$ cat src/rtl/sw_arm_sync_gen.sv
// ---------------------------------------------------------------------------
// sw_arm_sync_gen
//
// Turns the software control word into sync pulses for the F-engine pipeline
// (PFB / FFT / packetiser). Software arms the block with a rising ARM bit.
// An armed block fires on the next external sync edge (1PPS) or on a rising
// FORCE bit. It then emits one pulse, or a pulse every PERIOD cycles, until
// STOP or re-ARM.
//
// Control word: bit0 ARM, bit1 FORCE, bit2 STOP, bits[31:8] PERIOD
// (cycles, 0 = one-shot). Only rising edges of ARM/FORCE/STOP are acted on.
//
// Ports:
//   user_clk      fabric clock, all logic on the rising edge
//   user_rst      asynchronous active-high reset
//   user_data_in  32-bit control word, synchronous to user_clk
//   ext_sync_in   external sync, synchronous to user_clk, any width
//   sync_out      sync pulse, PULSE_LEN cycles per start (merges on overlap)
//   armed         high while waiting for a trigger
//   running       high while emitting periodic pulses
//   sync_count    number of pulse starts, wraps at 2^CNT_W
//   status_out    {sync_count[15:0], 12'b0, running, armed, 2'b00}
// ---------------------------------------------------------------------------
module sw_arm_sync_gen #(
    parameter int PULSE_LEN = 1,
    parameter int CNT_W     = 16
) (
    input  logic             user_clk,
    input  logic             user_rst,
    input  logic [31:0]      user_data_in,
    input  logic             ext_sync_in,
    output logic             sync_out,
    output logic             armed,
    output logic             running,
    output logic [CNT_W-1:0] sync_count,
    output logic [31:0]      status_out
);

    localparam logic [7:0] PULSE_LEN_C = 8'(PULSE_LEN);

    typedef enum logic [1:0] {
        IDLE    = 2'd0,
        ARMED   = 2'd1,
        RUNNING = 2'd2
    } state_t;

    state_t             state_reg;
    logic [2:0]         bits_q_reg;      // {STOP, FORCE, ARM} as captured
    logic [2:0]         bits_prev_reg;
    logic [23:0]        period_q_reg;
    logic               ext_prev_reg;
    logic [23:0]        per_lat_reg;
    logic [23:0]        per_cnt_reg;
    logic [7:0]         pulse_cnt_reg;
    logic [7:0]         pulse_cnt_next;
    logic               sync_out_reg;
    logic [CNT_W-1:0]   sync_count_reg;

    logic               arm_rise;
    logic               force_rise;
    logic               stop_rise;
    logic               ext_rise;
    logic               trigger;
    logic               start_pulse;
    logic [15:0]        count_16;

    // Bits [7:3] of the control word carry no meaning here.
    logic               unused_ctrl_bits;
    assign unused_ctrl_bits = ^user_data_in[7:3];

    // Control edges come from the registered copy; the external sync is
    // compared live against its one-cycle delay so it fires on the same edge
    // that first samples it high.
    assign arm_rise   = bits_q_reg[0] & ~bits_prev_reg[0];
    assign force_rise = bits_q_reg[1] & ~bits_prev_reg[1];
    assign stop_rise  = bits_q_reg[2] & ~bits_prev_reg[2];
    assign ext_rise   = ext_sync_in & ~ext_prev_reg;
    assign trigger    = ext_rise | force_rise;

    // STOP beats everything; in RUNNING a re-ARM also swallows the expiry.
    always_comb begin
        start_pulse = 1'b0;
        case (state_reg)
            ARMED:   start_pulse = ~stop_rise & trigger;
            RUNNING: start_pulse = ~stop_rise & ~arm_rise & (per_cnt_reg == 24'd0);
            default: start_pulse = 1'b0;
        endcase
    end

    // The pulse counter is independent of the FSM so a pulse always completes
    // once started; a new start reloads it, merging overlapping pulses.
    always_comb begin
        pulse_cnt_next = pulse_cnt_reg;
        if (start_pulse) begin
            pulse_cnt_next = PULSE_LEN_C;
        end else if (pulse_cnt_reg != 8'd0) begin
            pulse_cnt_next = pulse_cnt_reg - 8'd1;
        end
    end

    always_ff @(posedge user_clk or posedge user_rst) begin
        if (user_rst) begin
            state_reg      <= IDLE;
            bits_q_reg     <= 3'b000;
            bits_prev_reg  <= 3'b000;
            period_q_reg   <= 24'd0;
            ext_prev_reg   <= 1'b0;
            per_lat_reg    <= 24'd0;
            per_cnt_reg    <= 24'd0;
            pulse_cnt_reg  <= 8'd0;
            sync_out_reg   <= 1'b0;
            sync_count_reg <= '0;
        end else begin
            bits_q_reg     <= {user_data_in[2], user_data_in[1], user_data_in[0]};
            bits_prev_reg  <= bits_q_reg;
            period_q_reg   <= user_data_in[31:8];
            ext_prev_reg   <= ext_sync_in;
            pulse_cnt_reg  <= pulse_cnt_next;
            sync_out_reg   <= (pulse_cnt_next != 8'd0);
            if (start_pulse) begin
                sync_count_reg <= sync_count_reg + CNT_W'(1);
            end

            case (state_reg)
                IDLE: begin
                    if (arm_rise) begin
                        state_reg <= ARMED;
                    end
                end
                ARMED: begin
                    if (stop_rise) begin
                        state_reg <= IDLE;
                    end else if (trigger) begin
                        // PERIOD is frozen here; later writes wait for the
                        // next trigger.
                        per_lat_reg <= period_q_reg;
                        per_cnt_reg <= period_q_reg - 24'd1;
                        state_reg   <= (period_q_reg != 24'd0) ? RUNNING : IDLE;
                    end
                end
                RUNNING: begin
                    if (stop_rise) begin
                        state_reg <= IDLE;
                    end else if (arm_rise) begin
                        state_reg <= ARMED;
                    end else if (per_cnt_reg == 24'd0) begin
                        per_cnt_reg <= per_lat_reg - 24'd1;
                    end else begin
                        per_cnt_reg <= per_cnt_reg - 24'd1;
                    end
                end
                default: state_reg <= IDLE;
            endcase
        end
    end

    generate
        if (CNT_W >= 16) begin : g_cnt_trunc
            assign count_16 = sync_count_reg[15:0];
        end else begin : g_cnt_pad
            assign count_16 = {{(16 - CNT_W){1'b0}}, sync_count_reg};
        end
    endgenerate

    assign sync_out   = sync_out_reg;
    assign armed      = (state_reg == ARMED);
    assign running    = (state_reg == RUNNING);
    assign sync_count = sync_count_reg;
    assign status_out = {count_16, 12'd0, running, armed, 2'b00};

endmodule

$ cat config.mk
export PLATFORM = sky130hd
export DESIGN_NAME = sw_arm_sync_gen
export DESIGN_NICKNAME = d
export VERILOG_FILES = /design/src/rtl/sw_arm_sync_gen.sv
export SDC_FILE = /design/constraint.sdc
export NUM_CORES = 1
export LEC_CHECK = 0
export CAP_MARGIN = 5
export CORE_MARGIN = 1.5
export CORE_UTILIZATION = 50
export DETAILED_ROUTE_END_ITERATION = 8
export GPL_TIMING_DRIVEN = 0
export MAX_ROUTING_LAYER = met4
export PLACE_DENSITY = 0.76
export SYNTH_ARGS = -nofsm -noshare
export SYNTH_HDL_FRONTEND = slang
export SYNTH_SLANG_ARGS = --single-unit
$ cat constraint.sdc
create_clock -name user_clk -period 11.45 [get_ports user_clk]
set_clock_uncertainty 0.2 [all_clocks]
set_input_delay 2.8625 -clock user_clk [delete_from_list [all_inputs] [get_ports user_clk]]
set_output_delay 2.8625 -clock user_clk [all_outputs]
set_load 0.1 [all_outputs]
# Word level (Yosys, flattened, before mapping)
# Index checks and enable logic that the tools add are counted.
op_classes:
  add_sub_neg: 5
  eq_ne: 7
  n_mux: 15
  bitwise_logic: 14
  reduce_logical: 8
ops:
  columns: ["operator", "n"]
  rows:
  - ["24-bit 2-to-1 mux", 5]
  - ["24-bit by 1-bit subtractor with 24-bit output (second input constant)", 3]
  - ["24-bit one-hot mux with 2 select lines", 1]
  - ["24-bit zero test", 1]
  - ["24-bit nonzero test", 1]
  - ["16-bit by 1-bit adder with 16-bit output (second input constant)", 1]
  - ["8-bit 2-to-1 mux", 2]
  - ["8-bit nonzero test", 2]
  - ["2-bit 2-to-1 mux", 5]
  - ["2-bit inequality test (second input constant)", 4]
  - ["8-bit by 1-bit subtractor with 8-bit output (second input constant)", 1]
  - ["1-bit AND", 7]
  - ["1-bit inverter", 6]
  - ["2-bit one-hot mux with 3 select lines", 1]
  - ["5-bit AND reduction", 1]
  - ["3-bit by 2-bit inequality test with 1-bit output (second input constant)", 1]
  - ["3-bit AND reduction", 1]
  - ["2-bit by 1-bit == test with 1-bit output (second input constant)", 1]
  - ["2-bit == test (second input constant)", 1]
  - ["2-bit zero test", 1]
  - ["1-bit one-hot mux with 2 select lines", 1]
  - ["2-bit nonzero test", 1]
  - ["1-bit OR", 1]
word_totals:
  regBits: 106
  in_bits: 35
  output_inout_bits: 51
  wordCells: 59

# Depth between registers and ports, before layout
# Gate-level depths: netlist of the first run.
depth:
  ltp_word: 8
  depth_mapped: 17
  mapped_depth_nobuf: 13

# Worst setup path before layout of the first run
# OpenSTA, ideal clock, no wires.
synth_timing:
  path_kind: "register to output"
  from: "reg state_reg[1]"
  to: "out status_out[2]"
  arrival_time_ns: 1.755
  required_ns: 8.388
  path_slack_ns: 6.632
  stages_incl_launch_ff: 4
  n_path_buf: 1
  cell_sequence: "dfrtp_1 -> inv_1 -> ha_1 -> buf_4"
synth_between:
  elab_chain_cells: 1
synth_lines:
  columns: ["item", "line_no", "source"]
  rows:
  - ["start: declaration", "47", "state_t state_reg;"]
  - ["start signal: assignment", "138", "state_reg <= (period_q_reg != 24'd0) ? RUNNING : IDLE;"]
  - ["2-bit by 1-bit == test with 1-bit output", "166", "assign armed = (state_reg == ARMED);"]
  - ["end: declaration", "36", "output logic [31:0] status_out"]
# Every way passes these cells.

# Final worst setup path of the first run
# Ends and elaborated chain as after synthesis.

==> results of run 1 <==
-- worst max-delay path, delay by kind of cell, from the launching register on --
kind | cells | cell delay, ns
adders and majority gates | 1 | 0.28
DFF | 1 | 0.42
buffers and inverters | 3 | 1.36
-- synth_stat cells (8+ instances only) --
cell / number / area share
a21oi_1: 19 / 0.017
buf_4: 35 / 0.047
clkbuf_1: 10 / 0.0067
dfrtp_1: 106 / 0.47
ha_1: 8 / 0.018
inv_1: 10 / 0.0067
mux2_2: 32 / 0.064
mux2i_1: 8 / 0.014
nand2_1: 64 / 0.043
nor2_1: 43 / 0.029
nor3_1: 11 / 0.0098
nor4_1: 13 / 0.014
o21ai_0: 26 / 0.023
xnor2_1: 26 / 0.040
xor2_1: 11 / 0.017
-- layout make-up --
type,count,area [sq um]
Clock inverter,5,62.6
Timing Repair Buffer,67,688
Inverter,10,40.0
Fill cell,874,4080
Multi-Input combinational cell,399,2660
Buffer,53,338
Clock buffer,10,239
Sequential cell,106,2650
Tap cell,140,175
-- worst min path at each step --
stage | from | to | cells after the start
2_1_floorplan | bits_q_reg[1] | bits_prev_reg[1] | 0
3_3_place_gp | bits_q_reg[1] | bits_prev_reg[1] | 0
3_5_place_dp | bits_q_reg[2] | bits_prev_reg[2] | 0
4_1_cts | bits_q_reg[2] | bits_prev_reg[2] | 0
5_1_grt | bits_q_reg[2] | bits_prev_reg[2] | 0
6_report | bits_q_reg[1] | bits_prev_reg[1] | 0
-- power groups by stage --
stage	clock network, mW	registers, mW	logic (mW)
2_1_floorplan	0	0.606	0.476
3_3_place_gp	0	0.608	0.622
3_5_place_dp	0	0.609	0.643
4_1_cts	0.323	0.605	0.646
5_1_grt	0.338	0.627	0.706
6_report	0.316	0.609	0.650
-- per-stage QoR --
stage / area (sq um) / setup WS [ns] / hold slack, ns / power [mW]
2_1_floorplan: 5680 / 5.60 / 0.154 / 1.08
3_5_place_dp: 6550 / 5.89 / 0.171 / 1.25
6_report: 6850 / 5.97 / 0.184 / 1.58
5_1_grt: 6850 / 5.91 / 0.196 / 1.67
3_3_place_gp: 6520 / 4.13 / 0.158 / 1.23
4_1_cts: 6850 / 5.96 / 0.187 / 1.57
-- routing by layer --
layer,vias up,global-route usage
li1,2099,-
met1,2189,0.349
met2,207,0.402
met3,24,0.0663
met4,0,0.0724
met5,-,-
-- cells by family after synthesis --
| kind of cell | share of synthesized area |
|---|---|
| simple gates | 0.173 |
| compound gates | 0.134 |
| flops | 0.471 |
| xor+xnor | 0.0575 |
| buf+inv | 0.0666 |
| other cells | 0.000665 |
| mux | 0.0802 |
| fa+ha+maj | 0.0178 |
==> results.cfg, run 1 <==
[clock_tree]
cts_tree = yes
ctsResizeCount = 0
clockBufferDepth = 2
htree_levels = 3
clk_pin_slew_ns = 0.07
clkLatencyLatePin_ns = 0.35
postCtsHoldBufs = 0
clkSinkCount = 106
root_buffer = clkbuf_16
cts_setup_buffers = 0
numCtsBuffers = 9

[sta]
setup_tns_ns = 0
relSlewSlack = 0.334
tightest_slew_ns = 0.996
fmax_mhz = 183
finalCritPeriodShare = 0.478
grt_setup_unrepaired = no
hold_violations = 0
setup_violations = 0
layout_min_cycle_time_ns = 5.48
slew_violations = 0

[hold_path]
hp-class = reg -> reg

[setup_path]
reg2reg_depth = 17
crit_chain = inv_1 > ha_1 > buf_4 > clkdlybuf4s50_1
crit_arrival_ns = 2.41
path_class = reg -> out
cp.required_ns = 8.39
endpoint_kind = output pin
cp_max_fo = 6
crit_end = status_out[2]
rr_endpoint = per_cnt_reg[22]
slowest_delay_ns = 1.12
reg2reg_slack_ns = 6.40
crit_start = state_reg[1]
r2r-start = state_reg[0]
crit_slowest_cell = clkdlybuf4s50_1
crit_path_start_kind = flip-flop

[cells_and_area]
area_growth_pct = 21.6
antennaDiodeCount = 0
fin_util = 0.627
drive_above_1_share = 0.163
layout_common_cells = 106 x dfrtp_1, 66 x clkdlybuf4s50_1, 64 x nand2_1
fin_nets = 689
mostFrequentLayoutCell = dfrtp_1
stdcell_count = 790

[route]
first_pass_iters = 5
viasPerCell = 5.72
met3_length_mm = 1.04
wl_per_cell_microns = 17.6
vias = 4519
top_layer = met4
totalWireLength_mm = 13.9
drc = 0
met1_length_mm = 6.13
drt_iter0_markers = 335
dr_wl_met2_mm = 6.50
postRouteAntennaNets = 0

[synth]
ys_seq_area_frac = 0.471
ys_ff_latch = 106
avgSynthCellArea_sq_um = 10.2
synth_area_sq_um = 5640
yosysWarnings = 0
async_flop_share = 1.00
yosys.cell_types.count = 66
synth_edf_count = 0
synthFlopType = dfrtp_1
netlist_instances = 555

[pwr]
power.internal_uw = 910
irDropWorstVdd_v = 0.000239
seqPwrFrac = 0.387
power_density_nw_per_um2 = 230
switching_share = 0.422
p_sw_uw = 665
p_leak_nw = 2.88
p_comb_frac = 0.412
p_clk_frac = 0.201

[floorplanning]
core-area_sq_um = 10900
num_rows = 38
io_pins = 86
start_util = 0.515
die_area_sq_um = 11900
die_y_microns = 109
die_x_microns = 109

[placement]
hpwl_mm = 9.87
gp_congestion = 0.934
numPlacedInstances = 775
numPortBuffers = 66

[global_routing]
grt_first_pass_wirelength_mm = 23.1
grt_max_degree = 60
grt_pass1_vias = 4500
antenna_found_initial = 0
grtUsageTotal = 0.263
gr-total-overflow = 0

[run_status]
status = completed

[run]
max-cap-violations = 0
Note: power is estimated with default switching activity, not from simulation.
==> run 2: changes to the inputs <==
Settings changed: CORE_UTILIZATION 50 to 49, PLACE_DENSITY 0.76 to 0.77.
Clock period 11.45 ns to 5 ns, I/O delays scaled along.
==> run 2 against run 1 <==
Effect of this change:
- hold slack worse by 0.010 ns
- first-iteration DRC count down 13%
- critical path depth is 13 higher
- core utilization decreased by 0.63 points
- worst setup slack worse by 5.7 ns
- total power up 130%
- sequential share of layout area grew 0.057 points
- global-route usage down 1.6 points
- critical endpoint is now per_cnt_reg[22]
- non-clock buffer count unchanged
- clock-buffer cell count is the same
- highest routed layer unchanged
==> results.cfg, run 2 (synthesized netlist as in run 1, its figures left out) <==
[clock_tree]
clk_pin_slew_ns = 0.07
htree_levels = 3
clockBufferDepth = 2
clkLatencyLatePin_ns = 0.35
cts_tree = yes
root_buffer = clkbuf_16
clkSinkCount = 106
numCtsBuffers = 9

[route]
postRouteAntennaNets = 0
vias = 4476
viasPerCell = 5.67
totalWireLength_mm = 13.6
drt_iter0_markers = 292
drc = 0
first_pass_iters = 5
wl_per_cell_microns = 17.2

[global_routing]
grt_use_met3 = 0.0664
antenna_found_initial = 0
grtUsageTotal = 0.247
busiest_layer = met2
use_met2 = 0.390
grt_first_pass_wirelength_mm = 22.1
gr-total-overflow = 0
use_met1 = 0.312
grt_pass1_vias = 4480
grt_max_degree = 58

[pwr]
power_density_nw_per_um2 = 522
p_leak_nw = 2.89
irDropWorstVdd_v = 0.000454

[sta]
setup_tns_ns = 0
setup_violations = 0
slew_violations = 0
layout_setup_ws_ns = 0.294
hold_violations = 0
grt_setup_unrepaired = no
relSlewSlack = 0.333
tightest_slew_ns = 0.997
fmax_mhz = 213
layout_min_cycle_time_ns = 4.71
finalCritPeriodShare = 0.941

[floorplanning]
core-area_sq_um = 11000
die_area_sq_um = 12200
io_pins = 86
die_x_microns = 110
start_util = 0.511
num_rows = 38
die_y_microns = 110

[placement]
numPortBuffers = 66
hpwl_mm = 9.80
post-place-ws_ns = -0.00278
gp_congestion = 0.949

[setup_path]
crit_path_start_kind = flip-flop
crit_slowest_cell = buf_1
crit_chain = inv_1 > ha_1 > buf_4 > buf_4 > buf_4 > buf_2 > buf_1 > buf_2 > nand2_1 > o21ai_0 > ha_1 > nand2_1 > nor3_2 > nand4b_4 > nor4_2 > xnor2_1 > o21ai_1
path_class = reg -> reg
slowest_delay_ns = 0.48
crit_arrival_ns = 4.73
cp.required_ns = 5.02
cp_max_fo = 10
crit_path_frequent_cell = buf_4
endpoint_kind = flip-flop

[cells_and_area]
multi_input_area_sq_um = 2660
fin_nets = 689
antennaDiodeCount = 0
layout_common_cells = 106 x dfrtp_1, 66 x clkdlybuf4s50_1, 64 x nand2_1
fin_util = 0.620
area.sequential_sq_um = 2650
mostFrequentLayoutCell = dfrtp_1
area_growth_pct = 21.4
fill_cells = 913
drive_above_1_share = 0.165

[hold_path]
hp-class = reg -> reg

[run_status]
status = completed

[run]
max-cap-violations = 0
-- run 2: worst paths after layout --
path | from | endpoint | slack, ns | depth (start not counted)
max reg2reg | state_reg[0] | per_cnt_reg[22] | 0.29 | 17
max | state_reg[0] | per_cnt_reg[22] | 0.29 | 17
min in group asynchronous | user_rst | sync_count[6] | 1.17 | 2
max in group asynchronous | user_rst | per_lat_reg[5] | 2.75 | 3
min reg2reg | bits_q_reg[1] | bits_prev_reg[1] | 0.17 | 0
min | bits_q_reg[1] | bits_prev_reg[1] | 0.17 | 0
-- run 2: layout make-up --
class	instances	area share
Buffer	53	0.0496
Clock buffer	10	0.0335
Clock inverter	5	0.00823
Inverter	10	0.00585
Multi-Input combinational cell	399	0.389
Sequential cell	106	0.388
Tap cell	140	0.0256
Timing Repair Buffer	67	0.101
-- run 2: what timing repair did --
| action | in CTS | in global routing |
|---|---|---|
| hold buffers | 0 | 0 |
| resized for setup | 1 | 1 |
| buffers inserted | 0 | 0 |
| setup endpoints to repair | 1 | 3 |
-- run 2: critical path: cells and delay by family (launching register included) --
kind | cells | cell delay (ns)
simple gates | 5 | 1.13
xor+xnor | 1 | 0.16
fa+ha+maj | 2 | 0.49
compound gates | 2 | 0.20
buf+inv | 7 | 1.96
flops | 1 | 0.42
-- run 2: power breakdown --
| group | switching [mW] | internal [mW] | leakage, nW |
|---|---|---|---|
| Combinational | 0.917 | 0.563 | 1.45 |
| Sequential | 0.280 | 1.12 | 1.29 |
| Clock | 0.308 | 0.385 | 0.138 |
-- run 2: metrics by stage --
stage,instances,hold WS [ns],area (sq um),power [mW]
final,790,0.174,6840,3.57
after global routing,790,0.192,6840,3.78
after floorplan,568,0.154,5680,2.48
after detailed placement,775,0.165,6550,2.87
after CTS,790,0.182,6840,3.57
after global placement,774,0.162,6520,2.82
-- run 2: metal layers --
metal,vias up,part of all wire
li1,2112,-
met1,2161,0.44
met2,175,0.47
met3,28,0.075
met4,0,0.018
met5,-,0
==> run 3: changes to the inputs <==
Settings changed: CAP_MARGIN 5 to unset, CORE_ASPECT_RATIO set to 1.2, SLEW_MARGIN set to 30.
==> run 3 against run 2 <==
Effect of this change:
- worst setup slack improved by 0.32 ns
- clock-buffer cell count unchanged
- sequential power about the same
- cell area increased by 0.51%
- combinational power about the same
- clock power increased by 3.8%
- register-to-register slack improved by 0.32 ns
- maximum frequency increased by 7.3%
- global-route usage increased by 0.89 points
- critical path type unchanged
- critical endpoint unchanged
- highest routed layer unchanged
==> results.cfg, run 3 (synthesized netlist as in run 1, its figures left out) <==
[run_status]
status = completed

[clock_tree]
cts_tree = yes
clockBufferDepth = 2
htree_levels = 3
clkLatencyLatePin_ns = 0.35
clk_pin_slew_ns = 0.07
root_buffer = clkbuf_16
clkSinkCount = 106
numCtsBuffers = 9
cts_setup_buffers = 0

[route]
drc = 0
vias = 4526
viasPerCell = 5.63
drt_iter0_markers = 267
first_pass_iters = 5
totalWireLength_mm = 14.3
postRouteAntennaNets = 0
wl_per_cell_microns = 17.7

[setup_path]
crit_arrival_ns = 4.40
path_class = reg -> reg
cp.required_ns = 5.01
endpoint_kind = flip-flop
crit_path_start_kind = flip-flop
cp_max_fo = 19

[sta]
grt_setup_unrepaired = no
relSlewSlack = 0.344
hold_violations = 0
fmax_mhz = 228
tightest_slew_ns = 0.981
layout_min_cycle_time_ns = 4.39
setup_violations = 0
setup_tns_ns = 0
slew_violations = 0
hold_slack_ns = 0.191
finalCritPeriodShare = 0.877

[global_routing]
gr-total-overflow = 0
grt_first_pass_wirelength_mm = 23.5
grtUsageTotal = 0.256
grt_pass1_vias = 4812
grt_max_degree = 57
antenna_found_initial = 0

[floorplanning]
die_y_microns = 120
die_x_microns = 101
die_area_sq_um = 12200
start_util = 0.506
core-area_sq_um = 11100
num_rows = 42
io_pins = 86

[cells_and_area]
mostFrequentLayoutCell = dfrtp_1
stdcell_count = 804
fin_nets = 688
area.sequential_sq_um = 2650
multi_input_area_sq_um = 2660
drive_above_1_share = 0.168
layout_common_cells = 106 x dfrtp_1, 66 x clkdlybuf4s50_1, 64 x nand2_1
area_growth_pct = 22.0
antennaDiodeCount = 0
fill_cells = 953

[run]
max-cap-violations = 0

[pwr]
irDropWorstVdd_v = 0.000473
power_density_nw_per_um2 = 524
p_leak_nw = 2.89

[placement]
gp_congestion = 0.956
numPortBuffers = 66
hpwl_mm = 10.3
numPlacedInstances = 789

[hold_path]
hp-class = reg -> reg
[run 3: changes by cell type in the layout (fill, tap and decap cells not counted), sizes merged]
cell,change
buf,-1
inv,+1
[run 3: worst max-delay path: stages (launching register included)]
cell and delay [ns]:
dfrtp_1 0.43, inv_1 0.11, ha_1 0.22, buf_4 0.24, buf_4 0.24, buf_4 0.22
buf_2 0.45, buf_2 0.37, nand2_1 0.09, o21ai_0 0.12, ha_1 0.24, nand2_1 0.14
nor3_2 0.36, nand4b_4 0.20, nor4_2 0.36, xnor2_1 0.16, o21ai_1 0.08
[run 3: layout make-up]
| type | count | share of cell area |
|---|---|---|
| buffer | 52 | 0.0488 |
| clock buffer | 10 | 0.0348 |
| clock inverter | 6 | 0.00946 |
| inverter | 10 | 0.00619 |
| multi-input combinational | 399 | 0.387 |
| sequential | 106 | 0.386 |
| tap | 154 | 0.0280 |
| timing repair buffer | 67 | 0.100 |
[run 3: metrics by stage]
stage	instance area, sq um	utilization	worst slack (ns)	power, mW
floorplan	5680	-	0.425	2.48
global placement	6540	0.587	-0.695	2.81
detailed placement	6570	0.590	-0.00133	2.88
CTS	6880	0.617	0.122	3.61
global route	6880	0.617	0.342	3.81
finish	6880	0.617	0.613	3.61
[run 3: path summary, 6_finish.rpt]
path,from,endpoint,slack (ns),depth (start not counted)
min in group asynchronous,user_rst,sync_count[7],1.11,2
max in group asynchronous,user_rst,per_cnt_reg[0],2.86,3
setup / recovery,state_reg[0],per_cnt_reg[22],0.61,16
hold / removal,bits_q_reg[1],bits_prev_reg[1],0.19,0
hold reg to reg,bits_q_reg[1],bits_prev_reg[1],0.19,0
setup reg to reg,state_reg[0],per_cnt_reg[22],0.61,16
[run 3: report_power, final]
| group | total, mW | internal, mW | switching (mW) |
|---|---|---|---|
| clock | 0.719 | 0.403 | 0.317 |
| combinational | 1.49 | 0.562 | 0.933 |
| sequential | 1.39 | 1.12 | 0.272 |
| total | 3.61 | 2.08 | 1.52 |
[run 3: routing by layer]
metal	wire length (microns)	GRT usage	vias to the layer above
met5	0	-	-
met2	6940	0.416	195
met1	5980	0.308	2190
li1	-	-	2101
met4	517	0.126	0
met3	825	0.0445	40
[run 3: repair_timing]
item	CTS	global route
resized for setup	1	1
gates cloned	0	0
pin swaps	0	0
endpoints found under the setup margin	1	5
hold buffers	0	0
